--- src/rtl/time_nmr_end.sv ---
// N-modular time-redundant end stage: collects Redundancy tagged copies,
// majority-votes them word-wise and emits one result per group.
//
// Ports:
//   clk_i, rst_i         clock, asynchronous active-high reset
//   enable_i             1 = redundancy mode, 0 = combinational bypass
//   data_i, id_i         incoming copy payload and group ID
//   valid_i, ready_o     upstream handshake
//   data_o, valid_o      voted result towards the consumer
//   ready_i              downstream ready
//   lock_o               holds the upstream arbiter while a group is open
//   fault_detected_o     one-cycle pulse on any detected discrepancy
module time_nmr_end #(
    parameter int DataWidth   = 8,
    parameter int IDSize      = 5,
    parameter int Redundancy  = 3,
    parameter int LockTimeout = 5
) (
    input  logic                 clk_i,
    input  logic                 rst_i,
    input  logic                 enable_i,
    input  logic [DataWidth-1:0] data_i,
    input  logic [IDSize-1:0]    id_i,
    input  logic                 valid_i,
    output logic                 ready_o,
    output logic [DataWidth-1:0] data_o,
    output logic                 valid_o,
    input  logic                 ready_i,
    output logic                 lock_o,
    output logic                 fault_detected_o
);

    localparam int CW = $clog2(Redundancy + 1);
    localparam int TW = (LockTimeout > 0) ? $clog2(LockTimeout + 1) : 1;

    typedef enum logic {
        COLLECT = 1'b0,
        OUTPUT  = 1'b1
    } state_e;

    state_e                                 state_q, state_d;
    logic [CW-1:0]                          cnt_q, cnt_d;
    logic [Redundancy-1:0][DataWidth-1:0]   slot_q, slot_d;
    logic [IDSize-1:0]                      cur_id_q, cur_id_d;
    logic [IDSize-1:0]                      last_id_q, last_id_d;
    logic                                   lock_q, lock_d;
    logic [DataWidth-1:0]                   data_q, data_d;
    logic                                   fault_q, fault_d;
    logic [TW-1:0]                          tmo_q, tmo_d;

    logic bypass;
    logic accept;

    // Word majority first (lowest index wins); bitwise majority otherwise.
    function automatic logic [DataWidth-1:0] vote_fn(
        input logic [Redundancy-1:0][DataWidth-1:0] s
    );
        logic [DataWidth-1:0] res;
        logic                 found;
        int                   m;
        int                   ones;
        res   = '0;
        found = 1'b0;
        for (int i = 0; i < Redundancy; i++) begin
            m = 0;
            for (int j = 0; j < Redundancy; j++) begin
                if (s[j] == s[i]) m++;
            end
            if (!found && m >= Redundancy / 2 + 1) begin
                res   = s[i];
                found = 1'b1;
            end
        end
        if (!found) begin
            for (int b = 0; b < DataWidth; b++) begin
                ones = 0;
                for (int j = 0; j < Redundancy; j++) begin
                    if (s[j][b]) ones++;
                end
                res[b] = (ones > Redundancy / 2);
            end
        end
        return res;
    endfunction

    // enable_i only matters between groups.
    assign bypass = (state_q == COLLECT) && (cnt_q == '0) && !enable_i;
    assign accept = !bypass && (state_q == COLLECT) && valid_i;

    always_ff @(posedge clk_i or posedge rst_i) begin
        if (rst_i) begin
            state_q   <= COLLECT;
            cnt_q     <= '0;
            slot_q    <= '0;
            cur_id_q  <= '0;
            last_id_q <= '1;
            lock_q    <= 1'b0;
            data_q    <= '0;
            fault_q   <= 1'b0;
            tmo_q     <= '0;
        end else begin
            state_q   <= state_d;
            cnt_q     <= cnt_d;
            slot_q    <= slot_d;
            cur_id_q  <= cur_id_d;
            last_id_q <= last_id_d;
            lock_q    <= lock_d;
            data_q    <= data_d;
            fault_q   <= fault_d;
            tmo_q     <= tmo_d;
        end
    end

    always_comb begin
        state_d   = state_q;
        cnt_d     = cnt_q;
        slot_d    = slot_q;
        cur_id_d  = cur_id_q;
        last_id_d = last_id_q;
        lock_d    = lock_q;
        data_d    = data_q;
        fault_d   = 1'b0;
        tmo_d     = tmo_q;
        unique case (state_q)
            COLLECT: begin
                if (accept) begin
                    tmo_d = '0;
                    if (cnt_q == '0 && id_i == last_id_q) begin
                        // Stale or surplus copy of the group just emitted.
                        fault_d = 1'b1;
                    end else if (cnt_q != '0 && id_i == cur_id_q) begin
                        slot_d[cnt_q] = data_i;
                        cnt_d         = cnt_q + CW'(1);
                        lock_d        = 1'b1;
                    end else begin
                        // New group, or a foreign ID aborting the open one.
                        fault_d   = (cnt_q != '0);
                        slot_d[0] = data_i;
                        cur_id_d  = id_i;
                        cnt_d     = CW'(1);
                        lock_d    = 1'b1;
                    end
                    if (cnt_d == CW'(Redundancy)) begin
                        state_d = OUTPUT;
                        data_d  = vote_fn(slot_d);
                        for (int i = 0; i < Redundancy; i++) begin
                            if (slot_d[i] != data_d) fault_d = 1'b1;
                        end
                    end
                end else if (cnt_q != '0) begin
                    // Idle inside a group: release the arbiter after a while.
                    if (LockTimeout != 0 && tmo_q != TW'(LockTimeout)) begin
                        tmo_d = tmo_q + TW'(1);
                        if (tmo_d == TW'(LockTimeout)) lock_d = 1'b0;
                    end
                end
            end
            OUTPUT: begin
                if (ready_i) begin
                    state_d   = COLLECT;
                    cnt_d     = '0;
                    lock_d    = 1'b0;
                    last_id_d = cur_id_q;
                    tmo_d     = '0;
                end
            end
            default: ;
        endcase
    end

    always_comb begin
        if (bypass) begin
            data_o  = data_i;
            valid_o = valid_i;
            ready_o = ready_i;
            lock_o  = 1'b0;
        end else begin
            data_o  = data_q;
            valid_o = (state_q == OUTPUT);
            ready_o = (state_q == COLLECT);
            lock_o  = lock_q;
        end
    end

    assign fault_detected_o = fault_q;

endmodule

--- config.mk ---
export PLATFORM = sky130hd
export DESIGN_NAME = time_nmr_end
export DESIGN_NICKNAME = d
export VERILOG_FILES = /design/src/rtl/time_nmr_end.sv
export SDC_FILE = /design/constraint.sdc
export NUM_CORES = 1
export LEC_CHECK = 0
export CORE_ASPECT_RATIO = 0.75
export CORE_MARGIN = 4
export CORE_UTILIZATION = 50
export CTS_CLUSTER_SIZE = 28
export DETAILED_ROUTE_END_ITERATION = 10
export PLACE_DENSITY = 0.79
export SYNTH_ARGS = -nofsm -noshare
export SYNTH_HDL_FRONTEND = slang
export SYNTH_SLANG_ARGS = --single-unit
--- constraint.sdc ---
create_clock -name clk_i -period 4.3 [get_ports clk_i]
set_clock_uncertainty 0.15 [all_clocks]
set_input_delay 0.86 -clock clk_i [delete_from_list [all_inputs] [get_ports clk_i]]
set_output_delay 0.86 -clock clk_i [all_outputs]
set_load 0.01 [all_outputs]
==> results.md <==
* GRT Util Overall at about 29%
* Required time worst endpoint at 4.34 ns
* Synth cell types at between 80 and 90
* CP max FO at 12
* Slew headroom at about a quarter
* Clk slew on worst S/H paths at ~0.07 ns
* DR iter-0 viols at around 400
* Post-DRT Antenna Nets at 0
* Num ports at 30
* Area grow syn2layout at 34.0%
* Worst-Skew Late Latency at ~0.30 ns
* HP Class: flop to flop
* H-Tree Level Count at 2
* CP max stage delay at ~0.63 ns
* Worst hold path startpoint: data_q[7]
* Worst EP arrival at ~4 ns
* Num rows at 28
* Clock share of power at a little over an eighth
* First-pass GRT wire length at about 22000 um
* Mapped cell area at between 0.004 and 0.005 mm2
* Clock tree buffer depth at 2
* Synth Flop Type: dfrtp_1
* TritonCTS buffer count at 5
* Worst R2R Path Depth at 13
* Root Buffer: clkbuf_16
* Switching Share at roughly 43%
* GRT overflow at 0
* Reg2reg start: cnt_q[0]
* Crit path cell chain: inv_1, ha_1, or3b_1, o21ai_1, nand4_1, a22oi_2, nand4b_4, mux2i_1, a222oi_1, mux2i_1, nor4_2, o2111a_1, a21oi_1
* Final Hold Viols at 0
* Area leader, netlist: dfrtp_1
* Hold_buf cts at 0
* Initial Util at a little over half
* Fin nets at 651
* Die Y-Extent at slightly below 90 um
* Area after DPL at roughly 0.0053 mm2
* Synth top area cells: dfrtp_1 26%, mux2_2 8.2%, nor2_1 5.5%
* Status: finished, final reports clean
* Sequential area share after synthesis at between 20% and 30%
* Crit-path slowest cell: or3b_1
* Cell family with most CP delay: simple AND/OR/NAND/NOR gates
* Fin crit share at 92.5%
* Vias in the first global route at between 4000 and 5000
* Power per cell area at about 640 mW/mm2
* Worst Max-Slew Pin Slew at roughly 1.1 ns
* WL final at between 10000 and 15000 um
* Max Fclk at ~250 MHz
* Area taken by multi-input logic gates at between 0.002 and 0.003 mm2
* Synth Area per Inst at approximately 8.6 um2
* Final setup fails at 0
* Vias at 4395
* Placed cells at slightly above 700
* Leak at about 0.0026 uW
* CTS tree: done
* Layout cells sized above 1 at between 30 and 40%
* Crit path launch type: flop
* WHS Endpoint: data_q[7]
* DRT Pass-1 Iters at 5
* Most common cell after layout, fill and taps aside: buf_4
* Routed len/inst at 19.5 um
* Dpl hpwl at around 11000 um
* Residual DRC at 0
* Post-layout min period at 3.98 ns
* Total core area at a little over 0.008 mm2
* Flop pwr share at around 23%
* Most frequent cells in the layout: 107 x buf_4, 61 x nor2_1, 45 x dfrtp_1, 39 x nand2_1, 33 x a21oi_1
* Post-Syn Nets at between 500 and 600
* Worst R2R End: fault_detected_o
* Die extent in x at 114 um
* Most frequent CP cell: mux2i_1
* Post-synth top area share at 26.5%
* R2r setup slk at around 0.32 ns
* Largest net degree at the start of global routing at 51
* Async set-reset flop share out of synthesis at between 90% and 100%
* Comb pwr share at approximately 64%
* Worst path bufs/invs at 1
* FF/Latch Area at approximately 0.0013 mm2
* Internal power at around 2100 uW
* Hold Worst Slack at 0.325 ns
* Initial antenna violation count at 0
* # port buffers at 29
* Post-Syn Instances at around 500
* Ant. Diodes at 0
* RD Place Congestion at 0.895
* Sw power at between 1500 and 2000 uW
* Clock sink count at 50
* RSZ-0062 raised after global routing: false
* Crit path kind: flop to flop
* Final Util at between 70% and 80%
* Peak supply drop at between 400 and 500 uV
* Pre-CTS WS at -0.238 ns
* Post-route setup slack at 0.322 ns
* Number of synthesized flops with an enable pin at 0
* Worst setup EP type: flop
* Synth Warn # at 0
* Synthesis-stage register bit count at 50
* Fin area at approximately 0.0057 mm2
* Die area at about 0.010 mm2
* Hold Path Cell Cnt at 1
* Drt via density at a little over 6
* Fillers at 639
* Max Cap Violations at 0
* Layout Cells excl Fill at between 700 and 800
* Max Transition Viols Final at 0
## state kept, by name, indices dropped and copies added, names as in the netlist
signal            flops
state_q               1
data_q                8
lock_q                1
tmo_q                 3
cnt_q                 2
cur_id_q              5
last_id_q             5
fault_detected_o      1
slot_q               24
## how the worst max path moves through the flow
stage | from | to | slack, ns | cells after the start
3_3_place_gp | id_i[2] | fault_detected_o | -0.20 | 16
6_report | cnt_q[0] | fault_detected_o | 0.32 | 13
3_5_place_dp | id_i[4] | fault_detected_o | -0.24 | 15
4_1_cts | id_i[0] | fault_detected_o | 0.04 | 17
5_1_grt | cnt_q[0] | fault_detected_o | 0.11 | 15
2_1_floorplan | id_i[2] | data_q[5] | 0.35 | 15
## through the flow
| stage | setup TNS (ns) | total power, uW |
|---|---|---|
| after floorplan | 0 | 2070 |
| after global placement | -0.991 | 2930 |
| after detailed placement | -1.51 | 2990 |
| after CTS | 0 | 3490 |
| after global routing | 0 | 3870 |
| final | 0 | 3640 |
## power by group through the flow
stage	Sequential, uW	Combinational [uW]	Clock (uW)
final	820	2340	480
after global routing	843	2520	504
after CTS	803	2210	480
after detailed placement	808	2190	0
after global placement	797	2130	0
after floorplan	762	1310	0
## layer usage
metal	up-vias	share of wire, %	global-route usage (%)
met5	-	0	0
met4	0	2.4	7.23
met3	26	8.5	5.18
met2	229	45	45.7
met1	2086	44	40.3
li1	2054	-	-
## synth_stat cells (10+ instances only)
library cell and n:
nor2_1 62, dfrtp_1 45, nand2_1 39, a21oi_1 34, mux2_2 31, nand3_1 24
o21ai_0 23, inv_1 16, ha_1 15, xnor2_1 11, xor2_1 11, a211oi_1 10
clkbuf_1 10, o211ai_1 10
## final cells by class
class / instances / area share (%)
multi-input cells: 406 / 51.6
flip-flops and latches: 50 / 22.1
repair buffers: 138 / 20.0
well taps: 105 / 2.31
clock buffers: 5 / 2.20
inverters: 17 / 1.12
clock inverters: 3 / 0.769
## what timing repair did
item / in CTS / in global routing
setup buffers: 0 / 7
endpoints found under the hold margin: 0 / 0
gates resized for setup: 0 / 30
endpoints found under the setup margin: 0 / 9
## cells by family (layout without fill, tap and decap cells)
logic type | after synthesis | in the layout | share of synthesized area, %
compound gates | 141 | 141 | 22.7
xor+xnor | 23 | 23 | 4.91
fa+ha+maj | 15 | 15 | 4.41
buf+inv | 38 | 163 | 4.21
flops | 50 | 50 | 29.6
mux | 38 | 38 | 10.3
simple gates | 189 | 189 | 23.9
Note: power is estimated with default switching activity, not from simulation.
